File: config.mk
export PLATFORM = sky130hd
export DESIGN_NAME = arbitro_temporizador
export DESIGN_NICKNAME = d
export VERILOG_FILES = /design/src/rtl/arbitro_temporizador_pkg.sv /design/src/rtl/arbitro_temporizador_prescaler_tick.sv /design/src/rtl/arbitro_temporizador.sv
export SDC_FILE = /design/constraint.sdc
export NUM_CORES = 1
export LEC_CHECK = 0
export ABC_AREA = 0
export BUFFER_PORTS_ARGS = -buffer_cell sky130_fd_sc_hd__buf_2
export CAP_MARGIN = 5
export CORE_MARGIN = 2
export CORE_UTILIZATION = 40
export DETAILED_ROUTE_END_ITERATION = 8
export PLACE_DENSITY = 0.65
export SETUP_SLACK_MARGIN = 0.5
export SLEW_MARGIN = 30
export SYNTH_ARGS = -nofsm -noshare
export SYNTH_HDL_FRONTEND = slang
export SYNTH_SLANG_ARGS = --single-unit
File: constraint.sdc
create_clock -name clock_in -period 3.85 [get_ports clock_in]
set_input_delay 0.77 -clock clock_in [delete_from_list [all_inputs] [get_ports clock_in]]
set_output_delay 0.77 -clock clock_in [all_outputs]
set_load 0.005 [all_outputs]
File: src/rtl/arbitro_temporizador_pkg.sv
// Shared definitions for the timer arbiter: FSM states, prescaler divider
// computation, board timing defaults and the round-robin selector.
package arbitro_temporizador_pkg;

    // Board clock and default tick rate, shared with the other timing blocks.
    localparam int unsigned DEF_CLK_HZ  = 12_000_000;
    localparam int unsigned DEF_TICK_HZ = 10_000;

    // Widest requester vector the selector supports; the index fits in 3 bits.
    localparam int unsigned MAX_REQ = 8;
    localparam int unsigned IDX_W   = 3;

    typedef enum logic [1:0] {
        IDLE = 2'd0,
        RUN  = 2'd1,
        DONE = 2'd2
    } arb_state_t;

    typedef struct packed {
        logic             valid;
        logic [IDX_W-1:0] idx;
    } rr_pick_t;

    // Clock cycles per tick. The caller guarantees an exact integer >= 2.
    function automatic int unsigned calc_div(input int unsigned clk_hz,
                                             input int unsigned tick_hz);
        return clk_hz / tick_hz;
    endfunction

    // First set request at or above ptr, wrapping modulo n_req.
    function automatic rr_pick_t rr_select(input logic [MAX_REQ-1:0] req,
                                           input logic [IDX_W-1:0]   ptr,
                                           input int unsigned        n_req);
        rr_pick_t    pick;
        int unsigned cand;
        pick = '0;
        for (int unsigned k = 0; k < MAX_REQ; k++) begin
            cand = ({29'd0, ptr} + k) % n_req;
            if ((k < n_req) && !pick.valid && req[cand[IDX_W-1:0]]) begin
                pick.valid = 1'b1;
                pick.idx   = cand[IDX_W-1:0];
            end
        end
        return pick;
    endfunction

endpackage

File: src/rtl/arbitro_temporizador_prescaler_tick.sv
// Free-running divide-by-DIV tick generator with a synchronous clear, so an
// owner of the tick can align its phase to an event (e.g. a timer grant).
module prescaler_tick #(
    parameter int unsigned DIV = 10
) (
    input  logic clock_in,
    input  logic reset_n,
    input  logic clr,
    output logic tick
);

    localparam int unsigned CNT_W = (DIV > 2) ? $clog2(DIV) : 1;
    localparam logic [CNT_W-1:0] LAST = CNT_W'(DIV - 1);

    logic [CNT_W-1:0] count;

    // Count 0..DIV-1 and wrap; a clear restarts the phase at zero.
    // NOTE: state registers use non-blocking (<=) so every flop samples the
    // pre-edge values; blocking here would create order-dependent races.
    always_ff @(posedge clock_in or negedge reset_n) begin
        if (!reset_n) begin
            count <= '0;
        end else if (clr || (count == LAST)) begin
            count <= '0;
        end else begin
            count <= count + 1'b1;
        end
    end

    assign tick = (count == LAST);

endmodule

File: src/rtl/arbitro_temporizador.sv
// Round-robin arbiter sharing one tick-based delay timer among N_REQ
// requesters. The owner gets gnt while its interval runs and a one-cycle
// done pulse when it expires.
// Optional feature: define ARB_TEMP_CANCEL_EN to let the owner abort a
// running interval by dropping its req (no done pulse is issued).
module arbitro_temporizador
    import arbitro_temporizador_pkg::*;
#(
    parameter int unsigned CLK_HZ  = DEF_CLK_HZ,
    parameter int unsigned TICK_HZ = DEF_TICK_HZ,
    parameter int unsigned N_REQ   = 4,
    parameter int unsigned DUR_W   = 16
) (
    input  logic                   clock_in,
    input  logic                   reset_n,
    input  logic [N_REQ-1:0]       req,
    input  logic [N_REQ*DUR_W-1:0] dur,
    output logic [N_REQ-1:0]       gnt,
    output logic [N_REQ-1:0]       done,
    output logic                   busy,
    output logic                   tick
);

    localparam int unsigned DIV = calc_div(CLK_HZ, TICK_HZ);
    localparam logic [IDX_W-1:0] LAST_IDX = IDX_W'(N_REQ - 1);

    arb_state_t       state_q, state_d;
    logic [N_REQ-1:0] gnt_q, gnt_d;
    logic [N_REQ-1:0] done_q, done_d;
    logic [DUR_W-1:0] cnt_q, cnt_d;
    logic [IDX_W-1:0] ptr_q, ptr_d;
    logic [IDX_W-1:0] owner_q, owner_d;
    logic [IDX_W-1:0] next_ptr;
    logic             presc_clr;
    logic             tick_int;
    logic             cancel_hit;
    logic [MAX_REQ-1:0] req_ext;
    logic [DUR_W-1:0]   dur_arr [MAX_REQ];
    rr_pick_t           pick;

    // Shared tick; its phase restarts on each grant so intervals are exact.
    prescaler_tick #(
        .DIV (DIV)
    ) u_prescaler (
        .clock_in (clock_in),
        .reset_n  (reset_n),
        .clr      (presc_clr),
        .tick     (tick_int)
    );

    // Split the flat duration bus per requester; unused slots read as zero.
    for (genvar gi = 0; gi < MAX_REQ; gi++) begin : g_dur
        if (gi < N_REQ) begin : g_used
            assign dur_arr[gi] = dur[gi*DUR_W +: DUR_W];
        end else begin : g_unused
            assign dur_arr[gi] = '0;
        end
    end

    // Widen req to the selector's fixed width.
    always_comb begin
        req_ext = '0;
        req_ext[N_REQ-1:0] = req;
    end

    assign pick     = rr_select(req_ext, ptr_q, N_REQ);
    assign next_ptr = (owner_q == LAST_IDX) ? '0 : owner_q + 1'b1;

`ifdef ARB_TEMP_CANCEL_EN
    assign cancel_hit = (state_q == RUN) && !req_ext[owner_q];
`else
    assign cancel_hit = 1'b0;
`endif

    // Next-state and next-output logic for the arbiter FSM.
    // NOTE: every signal gets a default before the case so no path leaves a
    // value unassigned, which would otherwise infer a latch.
    always_comb begin
        state_d   = state_q;
        gnt_d     = gnt_q;
        done_d    = '0;
        cnt_d     = cnt_q;
        ptr_d     = ptr_q;
        owner_d   = owner_q;
        presc_clr = 1'b0;
        unique case (state_q)
            IDLE: begin
                if (pick.valid) begin
                    owner_d   = pick.idx;
                    gnt_d     = N_REQ'(1) << pick.idx;
                    cnt_d     = dur_arr[pick.idx];
                    presc_clr = 1'b1;
                    // A zero duration still holds gnt for one cycle; the RUN
                    // state sees cnt==0 and finishes on the very next edge.
                    state_d   = RUN;
                end
            end
            RUN: begin
                if (cancel_hit) begin
                    gnt_d   = '0;
                    ptr_d   = next_ptr;
                    state_d = IDLE;
                end else if ((cnt_q == '0) || (tick_int && (cnt_q == DUR_W'(1)))) begin
                    gnt_d   = '0;
                    done_d  = gnt_q;
                    state_d = DONE;
                end else if (tick_int) begin
                    cnt_d = cnt_q - 1'b1;
                end
            end
            DONE: begin
                ptr_d   = next_ptr;
                state_d = IDLE;
            end
            default: begin
                gnt_d   = '0;
                state_d = IDLE;
            end
        endcase
    end

    // Arbiter state and registered outputs.
    always_ff @(posedge clock_in or negedge reset_n) begin
        if (!reset_n) begin
            state_q <= IDLE;
            gnt_q   <= '0;
            done_q  <= '0;
            cnt_q   <= '0;
            ptr_q   <= '0;
            owner_q <= '0;
        end else begin
            state_q <= state_d;
            gnt_q   <= gnt_d;
            done_q  <= done_d;
            cnt_q   <= cnt_d;
            ptr_q   <= ptr_d;
            owner_q <= owner_d;
        end
    end

    assign gnt  = gnt_q;
    assign done = done_q;
    assign busy = (state_q != IDLE);
    assign tick = tick_int;

endmodule

# ---- After elaboration in Yosys (flattened, before gate mapping)
# Cells that the tools add are included.
dict set report op_classes {
  bitwise_logic 2
  eq_ne 9
  mux 31
  shift 1
  n_lt_le_gt_ge 5
  n_reduce_logical 17
  addsub 6
}
# operator n
set ops {}
lappend ops {{$mux 16} 5}
lappend ops {{$bmux 16 s3} 1}
lappend ops {{$mux 4} 8}
lappend ops {{$pmux 16 s2} 1}
lappend ops {{$eq 16x1->1 const B} 1}
lappend ops {{$logic_not 16->1} 1}
lappend ops {{$lt 2x4->1 const B} 4}
lappend ops {{$sub 16x1->16 const B} 1}
lappend ops {{$pmux 4 s3} 1}
lappend ops {{$add 11x1->11 const B} 1}
lappend ops {{$eq 11x11->1 const B} 1}
lappend ops {{$mux 11} 1}
lappend ops {{$bmux 1 s2} 4}
lappend ops {{$ne 2x2->1 const B} 4}
lappend ops {{$mux 1} 6}
lappend ops {{$mux 2} 3}
lappend ops {{$add 2x1->2 const B} 2}
lappend ops {{$add 2x2->2 const B} 2}
lappend ops {{$ge 4x4->1 const B} 1}
lappend ops {{$logic_and 1x1->1} 4}
lappend ops {{$not 3->4} 1}
lappend ops {{$pmux 2 s2} 1}
lappend ops {{$reduce_and 2->1} 2}
lappend ops {{$reduce_and 4->1} 1}
lappend ops {{10 further kinds} 14}
dict set report totals {
  register_bits 42
  out_inout_bits 10
  input_bits 70
  elab_cells 78
}

# ---- Logic depth before layout (Yosys ltp)
# Gate-level depths: netlist of the first run.
dict set report logic_depth {
  depth_word 18
  mapped_depth 9
  mapped_depth_nobuf 8
}

# ---- Cells and area by module
# From an unflattened synthesis of the first run, not the netlist that was laid out.
dict set report hier_totals {
  cells_unflattened 291
  area_unflattened_um2 2778.9
}
# module n_inst area_per_inst_um2 seq_area_each_um2 cells_per_inst
set modules_own_cells {}
lappend modules_own_cells {arbitro_temporizador 1 2182.1 750.7 230}
lappend modules_own_cells {prescaler_tick 1 596.8 275.3 61}

# ---- Least setup slack after synthesis of the first run
# Ideal clock, no wire load.
dict set report synth_path {
  kind {input-to-reg}
  start {in req[0]}
  end {reg cnt_q[8]}
  t_required_ns 3.728
  setup_ns 0.122
  path_buffers 3
  arrival_ns 2.318
  slack_ns 1.411
  path_stages 8
  path_cell_list {clkbuf_1 -> a21oi_1 -> o221a_2 -> clkbuf_1 -> clkbuf_1 -> a222oi_1 -> nand2_1 -> a32o_1}
}
dict set report synth_via {
  elab_chain_len 18
  word_cells_on_any_way 26
  cone_classes {eq/ne: 1; mux: 17; bitwise: 1; reduce/logical: 7}
}
# element line_no
set synth_lines {}
lappend synth_lines {{start, declared} arbitro_temporizador.sv:16} ;# input logic [N_REQ-1:0] req,
lappend synth_lines {{$bmux 1 s2} arbitro_temporizador_pkg.sv:39} ;# if ((k < n_req) && !pick.valid && req[cand[IDX_W-1:0]]) begin
lappend synth_lines {{$mux 1 (not written as such)} arbitro_temporizador_pkg.sv:39}
lappend synth_lines {{$mux 4} arbitro_temporizador_pkg.sv:39}
lappend synth_lines {{$logic_not 1->1} arbitro_temporizador_pkg.sv:39}
lappend synth_lines {{$logic_and 1x1->1} arbitro_temporizador_pkg.sv:39}
lappend synth_lines {{$mux 4} arbitro_temporizador_pkg.sv:39}
lappend synth_lines {{$logic_not 1->1} arbitro_temporizador_pkg.sv:39}
lappend synth_lines {{$logic_and 1x1->1} arbitro_temporizador_pkg.sv:39}
lappend synth_lines {{$mux 4} arbitro_temporizador_pkg.sv:39}
lappend synth_lines {{$logic_not 1->1} arbitro_temporizador_pkg.sv:39}
lappend synth_lines {{$logic_and 1x1->1} arbitro_temporizador_pkg.sv:39}
lappend synth_lines {{$mux 4 *} arbitro_temporizador_pkg.sv:39}
lappend synth_lines {{$not 3->4 (not written as such)} arbitro_temporizador.sv:91} ;# cnt_d = dur_arr[pick.idx];
lappend synth_lines {{$bmux 16 s3} arbitro_temporizador.sv:91}
lappend synth_lines {{$mux 16 (not written as such) (2 in series)} arbitro_temporizador.sv:91}
lappend synth_lines {{$mux 16} arbitro_temporizador.sv:88} ;# if (pick.valid) begin
lappend synth_lines {{$pmux 16 s2} arbitro_temporizador.sv:86} ;# unique case (state_q)
lappend synth_lines {{end signal, assigned} arbitro_temporizador.sv:135} ;# cnt_q <= cnt_d;
lappend synth_lines {{end, declared} arbitro_temporizador.sv:30} ;# logic [DUR_W-1:0] cnt_q, cnt_d;
# Every way passes the cells marked *; elsewhere a longest branch is shown, timed or not. The select of a mux whose other input is x is not followed.
# A chain may end at the register's enable or synchronous reset.

# ---- Worst setup path in the final report of the first run
dict set report layout_path {
  start {reg cnt_q[4]}
  end {reg cnt_q[8]}
}
dict set report layout_via {
  elab_chain_len 5
  word_cells_on_any_way 10
  cone_classes {add/sub: 1; eq/ne: 2; mux: 3; reduce/logical: 4}
}
# element
set layout_lines {}
lappend layout_lines {{branches (longest 5 deep; another with $sub 16x1->16)}}
# Several ways; the timed one is not identified. The select of a mux whose other input is x is not followed.

==> summary.md, run 1 <==
| Metric | Value |
|---|---|
| Vias | 2453 |
| Hold-fix buffers, CTS | 0 |
| Iter 0 DRT Violations | approximately 170 |
| Final Cell Area | 3098 sq um |
| Slew Limit Fails | 0 |
| Commonest non-fill, non-tap cells in the layout | buf_2, dfrtp_1, a21oi_1 |
| Vias in the first global route | 2317 |
| Final worst path period need | 2801 ps |
| Setup crit end kind | register |
| Final GP Congestion | 0.7644 |
| Required time of the critical path | between 4000 and 5000 ps |
| R2r startpoint | cnt_q[4] |
| Initial antenna violation count | 0 |
| Nets | 427 |
| Post-synth cell types | between 40 and 50 |
| Initial Utilization | 0.4072 |
| Cts bufs inserted | 5 |
| Gate Count Post-Synth | between 200 and 300 |
| Area delta synth->final | 21.91% |
| Drt wl/cell | 15.17 um |
| RSZ-0062 raised after global routing | no |
| Largest net degree at the start of global routing | 42 |
| Post-DP Area | between 2000 and 3000 sq um |
| CTS Sinks | 41 |
| Mapped Area | around 2500 sq um |
| Layout cell share with drive strength beyond 1 | 0.2797 |
| Worst Setup Start Kind | register |
| IO Count | 80 |
| Final wirelength | approximately 6.5 mm |
| Max VDD drop | 0.2342 mV |
| TNS Setup | 0 ps |
| Post-Syn Nets | 360 |
| H-tree depth | 2 |
| YS warnings | 0 |
| Switching pwr | 0.6028 mW |
| Post_cts resized | 0 |
| First-pass GRT wire length | 11.18 mm |
| Primary FF master, synth | dfrtp_1 |
| Power density cells | 546.3 nW/um^2 |
| PortBufs | 79 |
| Clock group share of total power | 0.244 |
| Flop and latch count out of synthesis | 41 |
| Commonest non-fill, non-tap cell in the layout | buf_2 |
| Switching Share | 0.3562 |
| Clock Tree Root | clkbuf_8 |
| Crit path kind | register to register |
| Worst-Margin Slew | 811.6 ps |
| Seq pwr share | 0.428 |
| Rows | 29 |
| Core area | 6241 sq um |
| Die width | about 84 um |
| Die area | about 7000 sq um |
| Cells on worst reg2reg path | 6 |
| Post-route setup slack | 1049 ps |
| Clk_skew | 4.800 ps |
| Comb pwr share | 0.327 |
| Leak Pwr | 1.437 nW |
| Die height | around 84 um |
| Pint | 1.090 mW |
| FFs w/ async S/R, synth | 1.000 |
| Clock Latency Late Sink | around 300 ps |
| Slew headroom | 0.4589 |
| Final Hold Fails | 0 |
| Ant. Diodes | 0 |
| Drt drc | 0 |
| Remaining antenna violation count | 0 |
| CTS Buffer Depth | 2 |
| EDFF count, synth | 0 |
| Seq/Total Area, Yosys | 0.4037 |
| Total gr overflow | 0 |
| CTS tree | done |
| Reg clk slew, reported paths | 80 ps |
| CP arrival | around 3000 ps |
| Setup violations, final | 0 |
| Place WS | between 1000 and 1500 ps |
| FF-to-FF End | cnt_q[8] |
| Max cap viols | 0 |
| Gr usage total | 0.1921 |
| Hpwl dp | 4.721 mm |
| Vias per inst | 5.691 |
| Reg2Reg Setup Slack | between 1000 and 1500 ps |
| Status | complete, no violations |
| DRT Pass-1 Iters | 5 |
| Synth Area per Inst | 8.885 sq um |
| Max Fanout on Critical Path | 21 |
| Peak Freq | 357.0 MHz |
| HP Class | primary input to asynchronous set/reset pin |
| Final period util | 0.7276 |
| # Post-CTS Setup Buffers | 0 |
[layout make-up]
class / count / area (sq um)
fillers: 604 / 3143
clock buffers: 5 / 68.82
repair buffers: 81 / 412.9
inverters: 6 / 22.52
flip-flops and latches: 41 / 1026
clock inverters: 3 / 65.06
multi-input cells: 218 / 1406
well taps: 77 / 96.34
[worst max-delay path by stage]
stage | from | depth (start not counted) | slack, ps | end
detailed placement | req[0] | 8 | 1030 | cnt_q[6]
global placement | req[0] | 8 | 1080 | cnt_q[6]
floorplan | req[0] | 8 | 1410 | cnt_q[8]
finish | cnt_q[4] | 6 | 1050 | cnt_q[8]
CTS | cnt_q[4] | 6 | 1070 | cnt_q[8]
global route | cnt_q[4] | 7 | 890 | cnt_q[5]
[flip-flops by register name, summed over array words and instances, names as in the netlist]
register	cells
owner_q	2
cnt_q	16
u_prescaler.count	11
gnt	4
done	4
state_q	2
ptr_q	2
[per-stage QoR]
step	power, mW	hold slack, ps	utilization	cells
floorplan	1.108	447.4	-	286
global placement	1.272	468.2	0.4745	423
detailed placement	1.285	489.4	0.4745	423
CTS	1.698	500.4	0.4960	431
global route	1.819	483.6	0.4964	431
finish	1.693	436.9	0.4964	431
[cells by family after synthesis]
kind of cell | share of synthesized area
compound gates | 0.3077
fa+ha+maj | 0.01970
flops | 0.4037
xor+xnor | 0.02757
buf+inv | 0.04382
simple gates | 0.1891
mux | 0.008370
[worst max-delay path: stages (launching register included)]
cell and delay (ps):
dfrtp_1 450, or3_1 390, or4_4 480, a2111oi_4 550
a21oi_2 330, buf_4 270, a32o_1 220
[cells in the mapped netlist (2+ instances only)]
| cell | instances | share of area |
|---|---|---|
| a22oi_1 | 4 | 0.012 |
| inv_1 | 6 | 0.0089 |
| nor2_1 | 22 | 0.032 |
| or3_1 | 3 | 0.0074 |
| nor4_1 | 3 | 0.0074 |
| nand3_1 | 10 | 0.020 |
| nor3_1 | 6 | 0.012 |
| a21oi_1 | 29 | 0.057 |
| nand2_1 | 18 | 0.027 |
| and2_1 | 2 | 0.0049 |
| ha_1 | 4 | 0.020 |
| o31ai_1 | 3 | 0.0089 |
| a22o_1 | 13 | 0.045 |
| a221oi_1 | 3 | 0.010 |
| buf_2 | 2 | 0.0039 |
| dfrtp_1 | 41 | 0.40 |
| clkbuf_1 | 17 | 0.025 |
| nand4_1 | 3 | 0.0074 |
| xor2_1 | 6 | 0.021 |
| nand2b_1 | 7 | 0.017 |
| xnor2_1 | 2 | 0.0069 |
| and3_1 | 8 | 0.020 |
| or2_2 | 3 | 0.0074 |
| a32o_1 | 5 | 0.020 |
| o22ai_1 | 2 | 0.0049 |
| nor2b_1 | 5 | 0.012 |
| o21ai_0 | 27 | 0.053 |
| a221o_1 | 7 | 0.028 |
| a222oi_1 | 7 | 0.028 |
[layer usage]
metal | vias up | track usage | part of all wire
met3 | 7 | 0.03561 | 0.054
li1 | 1219 | - | -
met2 | 78 | 0.3207 | 0.47
met5 | - | 0 | 0
met4 | 0 | 0.04399 | 0.0096
met1 | 1149 | 0.2601 | 0.46
[power by group through the flow]
stage                     registers, mW  clock network (mW)  logic [mW]
after floorplan                   0.693                   0       0.415
after global placement            0.728                   0       0.544
after detailed placement          0.728                   0       0.557
after CTS                         0.722               0.418       0.558
after global routing              0.751               0.435       0.632
final                             0.725               0.413       0.554
(Power assumes the default switching activity.)
==> inputs of run 2 (changes only) <==
ABC_AREA = 1   (was 0)
PLACE_DENSITY = 0.63   (was 0.65)
clock period = 2.7 ns   (was 3.85 ns; I/O delays follow)
==> summary.md, run 2 <==
| Metric | Value |
|---|---|
| Vias per inst | 4.784 (-16%) |
| Max Fanout on Critical Path | 18 (-14%) |
| YS warnings | 0 (unchanged) |
| Gr usage total | 0.1764 (-0.01580) |
| RSZ-0062 raised after global routing | yes |
| Post-DP Area | 3690 sq um (+25%) |
| HP Class | primary input to asynchronous set/reset pin |
| Max cap viols | 0 (unchanged) |
| DRT Pass-1 Iters | 4 (-1) |
| Flop and latch count out of synthesis | 41 (unchanged) |
| Drt wl/cell | 12.32 um (-19%) |
| CTS Sinks | 41 (unchanged) |
| Dominant cells by area after synthesis | dfrtp_1, nand2_1, nand3_1 |
| Layout cell share with drive strength beyond 1 | 0.2872 (+0.007501) |
| Iter 0 DRT Violations | 139 (-20%) |
| Vias in the first global route | 3027 (+31%) |
| Post-Syn Nets | 574 (+59%) |
| Leak Pwr | 2.213 nW (+54%) |
| Initial antenna violation count | 0 (unchanged) |
| Crit path kind | register to register |
| Clock Tree Root | clkbuf_8 |
| EDFF count, synth | 0 (unchanged) |
| Slew Limit Fails | 0 (unchanged) |
| Rows | 32 (+10%) |
| Worst Setup Start Kind | register |
| FF-to-FF End | cnt_q[10] |
| Peak Freq | 484.1 MHz (+36%) |
| Die area | 8919 sq um (+27%) |
| Place WS | 315.5 ps (-710.4 ps) |
| Area delta synth->final | 23.25% |
| CP arrival | 2260 ps (-730 ps) |
| Hpwl dp | 5.878 mm (+25%) |
| Nets | 665 (+56%) |
| TNS Setup | 0 ps (unchanged) |
| Max reg flops | 16 (unchanged) |
| Core area | 7807 sq um (+25%) |
| Biggest register | cnt_q |
| Seq/Total Area, Yosys | 0.3136 (-0.09017) |
| Vias | 3320 (+35%) |
| Grt peak-use layer | met2 |
| IO Count | 80 (unchanged) |
| Commonest non-fill, non-tap cell in the layout | nand2_1 |
| Clk_skew | 6.596 ps (+1.796 ps) |
| Global Route met2 Usage | 0.3214 (+0.0007013) |
| Synth Area per Inst | 6.544 sq um (-26%) |
| Gate Count Post-Synth | 500 (+75%) |
| FFs w/ async S/R, synth | 1.000 (unchanged) |
| Final GP Congestion | 0.8442 (+10%) |
| Final Cell Area | 4033 sq um (+30%) |
| Mapped Area | 3272 sq um (+29%) |
| H-tree depth | 2 (unchanged) |
| Drt drc | 0 (unchanged) |
| CTS Buffer Depth | 2 (unchanged) |
| Total gr overflow | 0 (unchanged) |
| Most frequent cells after synthesis | nand2_1, inv_1, nor2_1 |
| Required time of the critical path | 2890 ps (-1150 ps) |
| Largest net degree at the start of global routing | 42 (unchanged) |
| PortBufs | 79 (unchanged) |
| Reg2Reg Setup Slack | 630 ps (-410 ps) |
| Setup violations, final | 0 (unchanged) |
| Die height | 94.44 um (+13%) |
| CTS tree | done |
| Final wirelength | 8.552 mm (+31%) |
| Ant. Diodes | 0 (unchanged) |
| Cts bufs inserted | 5 (unchanged) |
| Met1 Use GR | 0.2246 (-0.03547) |
| Setup crit end kind | register |
| Commonest non-fill, non-tap cells in the layout | nand2_1, buf_2, inv_1 |
| R2r startpoint | ptr_q[0] |
| Die width | 94.44 um (+13%) |
| First-pass GRT wire length | 12.88 mm (+15%) |
| Met3 Track Usage GR | 0.01596 (-0.01965) |
| Post-synth top area share | 0.3136 (-0.09017) |
| Area leader, netlist | dfrtp_1 |
| Final Hold Fails | 0 (unchanged) |
| Post-route setup slack | 634.3 ps (-414.6 ps) |
| Most common cell in the netlist | nand2_1 |
| Power density cells | 312.0 nW/um^2 (-43%) |
| Post-synth cell types | 35 (-26%) |
| Worst-Margin Slew | 535.2 ps (-276.4 ps) |
| Initial Utilization | 0.4191 (+0.01189) |
| Remaining antenna violation count | 0 (unchanged) |
| Slew headroom | 0.6432 (+0.1843) |
| Primary FF master, synth | dfrtp_1 |
| Final Util | 0.5165 (+0.02011) |
| Hold-fix buffers, CTS | 0 (unchanged) |
| Status | complete, no violations |
| Clock Latency Late Sink | 300 ps (about the same) |
| Final period util | 0.7651 (+0.03751) |
| Biggest regs | cnt_q x16, u_prescaler.count x11 |
| Cells on worst reg2reg path | 16 (+10) |
| Final worst path period need | 2066 ps (-735.4 ps) |
| Reg clk slew, reported paths | 90 ps (about the same) |
| Max VDD drop | 0.1920 mV (-18%) |
[run 2: cell types whose count changed in the layout (fill, tap and decap cells not counted), sizes merged, moves of 8 or more]
| cell | change |
|---|---|
| a22o | -13 |
| and3 | -8 |
| buf | +16 |
| inv | +46 |
| nand2 | +211 |
| nand3 | +32 |
| nor2 | +33 |
| o21ai | -11 |
[run 2: routing by layer]
metal,vias up,share of wire
li1,1743,-
met2,81,0.48
met3,5,0.045
met1,1491,0.47
met4,0,0.0074
met5,-,0
[run 2: what timing repair did]
action,CTS,global route
pin swaps,1,7
setup endpoints to repair,24,24
gates cloned,0,4
buffers inserted,4,9
gates resized for setup,3,23
[run 2: how the worst max path moves through the flow]
stage           endpoint            startpoint  slack (ps)  cells after the start
2_1_floorplan   cnt_q[2]                req[3]         860                     14
5_1_grt        cnt_q[10]              ptr_q[0]         470                     16
3_5_place_dp   cnt_q[10]              ptr_q[0]         320                     15
3_3_place_gp    cnt_q[5]              ptr_q[0]         350                     15
4_1_cts        cnt_q[15]  u_prescaler.count[0]         520                     11
6_report       cnt_q[10]              ptr_q[0]         630                     16
[run 2: cells by family (layout without fill, tap and decap cells)]
| family | Yosys count | after routing | synth area share |
|---|---|---|---|
| xor+xnor | 4 | 4 | 0.01071 |
| fa+ha+maj | 4 | 4 | 0.01530 |
| buf+inv | 68 | 157 | 0.1044 |
| flops | 41 | 41 | 0.3136 |
| simple gates | 338 | 341 | 0.4612 |
| compound gates | 45 | 45 | 0.09484 |
[run 2: through the flow]
stage                     std cells  power [mW]  hold slack [ps]
after floorplan                 500      0.7522            244.4
after global placement          669      0.8266            449.6
after detailed placement        669      0.8265            471.7
after CTS                       681       1.253            414.3
after global routing            694       1.320            256.3
final                           694       1.258            219.0
[run 2: cell type report]
class                      count  area, sq um
tap                          102        127.6
multi-input combinational    394         2002
fill                         809         3775
sequential                    41         1028
inverter                      51        206.4
clock buffer                   5        68.82
clock inverter                 3        21.27
timing repair buffer          98        578.1
[run 2: worst max-delay path: stages (launching register included)]
cell     delay (ps)
dfrtp_2         470
buf_4           150
nand2_1          70
nand2_2         100
nand2_1          70
nand2_2          90
nor2_1           50
nor2_2          210
nand2_8         160
nand2_8         130
inv_8            80
nand2_1          70
nand2_1          40
nand2_1          60
nand3_1          90
nand2_1          70
nand2_1          50
[run 2: where the power goes]
group | total, mW | internal, mW | switching, mW | leakage [nW]
Sequential | 0.613 | 0.613 | 0 | 0.508
Clock | 0.421 | 0.184 | 0.237 | 0.0445
Combinational | 0.224 | 0.0894 | 0.134 | 1.66
==> inputs of run 3 (changes only) <==
PLACE_DENSITY = 0.65   (was 0.63)
clock period = 1.7 ns   (was 2.7 ns; I/O delays follow)
==> summary.md, run 3 (synthesis results as in run 2) <==
| Metric | Value |
|---|---|
| Status | finished, violations left |
| Violated checks | negative hold slack, negative setup slack |
| Commonest non-fill, non-tap cell in the layout | nand2_1 |
| Initial Utilization | 0.4191 (unchanged) |
| Hpwl dp | 6.450 mm (+9.7%) |
| Final worst path period need | 1939 ps (-126.4 ps) |
| First-pass GRT wire length | 14.48 mm (+12%) |
| Ant. Diodes | 0 (unchanged) |
| Clock Tree Root | clkbuf_8 |
| HP Class | primary input to asynchronous set/reset pin |
| IO Count | 80 (unchanged) |
| Final hold slack | -4.551 ps (-223.5 ps) |
| Die area | 8919 sq um (unchanged) |
| Max reg flops | 16 (unchanged) |
| Power density cells | 432.2 nW/um^2 (+39%) |
| Leak Pwr | 2.504 nW (+13%) |
| Required time of the critical path | 1930 ps (-960 ps) |
| Clock Latency Late Sink | 300 ps (about the same) |
| H-tree depth | 2 (unchanged) |
| Setup crit end kind | register |
| Die width | 94.44 um (unchanged) |
| Max Fanout on Critical Path | 19 (+1) |
| Final period util | 1.141 (+0.3757) |
| Max cap viols | 0 (unchanged) |
| Iter 0 DRT Violations | 149 (+7.2%) |
| Final Hold Fails | 5 (+5) |
| Switching Share | 0.2902 (-0.005167) |
| Comb pwr share | 0.185 (+0.007) |
| Peak Freq | 515.7 MHz (+6.5%) |
| Power Total | 2.017 mW (+60%) |
| Post-route setup slack | -239.3 ps (-873.6 ps) |
| Final Util | 0.5976 (+0.08109) |
| Die height | 94.44 um (unchanged) |
| Setup violations, final | 33 (+33) |
| RSZ-0062 raised after global routing | yes |
| Vias in the first global route | 3286 (+8.6%) |
| Worst-Margin Slew | 359.2 ps (-176.0 ps) |
| Layout cell share with drive strength beyond 1 | 0.4121 (+0.1250) |
| Drt drc | 0 (unchanged) |
| Cells on worst reg2reg path | 15 (-1) |
| Final wirelength | 8.900 mm (+4.1%) |
| DRT Pass-1 Iters | 4 (unchanged) |
| Slew Limit Fails | 0 (unchanged) |
| Vias per inst | 4.717 (-1.4%) |
| Clk_skew | 12.03 ps (+5.430 ps) |
| PortBufs | 79 (unchanged) |
| Cts bufs inserted | 5 (unchanged) |
| Max VDD drop | 0.2244 mV (+17%) |
| Gr usage total | 0.2020 (+0.02564) |
| Reg2Reg Setup Slack | -240 ps (-870 ps) |
| Remaining antenna violation count | 0 (unchanged) |
| CTS Buffer Depth | 2 (unchanged) |
| Rows | 32 (unchanged) |
| Seq pwr share | 0.483 (-0.005) |
| Initial antenna violation count | 0 (unchanged) |
| Slew headroom | 0.7585 (+0.1153) |
| Biggest regs | cnt_q x16, u_prescaler.count x11 |
| CTS tree | done |
| Largest net degree at the start of global routing | 42 (unchanged) |
| Commonest non-fill, non-tap cells in the layout | nand2_1, buf_2, buf_4 |
| Crit path kind | register to register |
| Switching pwr | 0.5852 mW (+57%) |
| Area delta synth->final | 42.60% |
| Reg clk slew, reported paths | 90 ps (about the same) |
| Pint | 1.431 mW (+61%) |
| Biggest register | cnt_q |
| Drt wl/cell | 11.95 um (-3.1%) |
| Core area | 7807 sq um (unchanged) |
| Nets | 716 (+7.7%) |
| CTS Sinks | 41 (unchanged) |
| Worst Setup Start Kind | register |
| Hold-fix buffers, CTS | 0 (unchanged) |
| Total gr overflow | 0 (unchanged) |
| CP arrival | 2170 ps (-90 ps) |
| Final GP Congestion | 0.8737 (+3.5%) |
| Clock group share of total power | 0.332 (-0.003) |
| Vias | 3514 (+5.8%) |
[run 3: layout make-up]
type | count | area, sq um
Inverter | 51 | 206.4
Multi-Input combinational cell | 392 | 2158
Clock buffer | 5 | 68.82
Timing Repair Buffer | 151 | 1054
Tap cell | 102 | 127.6
Clock inverter | 3 | 22.52
Sequential cell | 41 | 1028
Fill cell | 752 | 3142
[run 3: routing by layer]
layer | GRT usage | share of wire | vias up
met5 | 0 | 0 | -
met4 | 0.06884 | 0.020 | 0
met3 | 0.02075 | 0.047 | 12
met2 | 0.3607 | 0.48 | 91
met1 | 0.2541 | 0.45 | 1566
li1 | - | - | 1845
[run 3: path summary, 6_finish.rpt]
kind,startpoint,to
worst max-delay path,ptr_q[0],cnt_q[6]
worst min-delay path,reset_n,u_prescaler.count[3]
max in group asynchronous,reset_n,ptr_q[1]
min in group clock_in,dur[51],cnt_q[3]
worst min register to register,cnt_q[7],cnt_q[7]
worst max register to register,ptr_q[0],cnt_q[6]
[run 3: repair_timing]
item                                    4_1_cts  5_1_grt
cloned                                        0        1
endpoints found under the hold margin         0        0
gates resized for setup                      30       42
endpoints found under the setup margin       41       41
setup buffers                                 6        7
pin swaps                                     3       16
[run 3: metrics by stage]
stage / hold slack [ps] / setup TNS, ps / worst slack [ps] / area (sq um) / instances
5_1_grt: 14.34 / -9041 / -390.6 / 4666 / 745
4_1_cts: 9.050 / -4403 / -251.0 / 4448 / 737
2_1_floorplan: 44.41 / -1182 / -83.98 / 3319 / 500
6_report: -4.551 / -4437 / -239.3 / 4666 / 745
3_5_place_dp: 334.3 / -6414 / -276.0 / 4195 / 723
3_3_place_gp: 339.0 / -4759 / -219.4 / 4195 / 723
[run 3: worst max-delay path, cell delays in order (launching register included)]
cell,delay [ps]
dfrtp_2,460
buf_6,150
nand2_2,90
nand3_4,90
nand2_4,120
nor2_2,60
nor2_2,140
nand2_4,90
nand2_8,110
buf_12,150
nand2_1,60
nand2_1,60
nand2_1,50
nand2_1,70
nand2_2,60
a21oi_2,110
[run 3: power groups by stage]
stage / sequential (mW) / combinational, mW / clock [mW]
floorplan: 0.994 / 0.210 / 0
global placement: 0.994 / 0.359 / 0
detailed placement: 0.994 / 0.362 / 0
CTS: 0.974 / 0.366 / 0.683
global route: 0.974 / 0.419 / 0.731
finish: 0.974 / 0.373 / 0.669
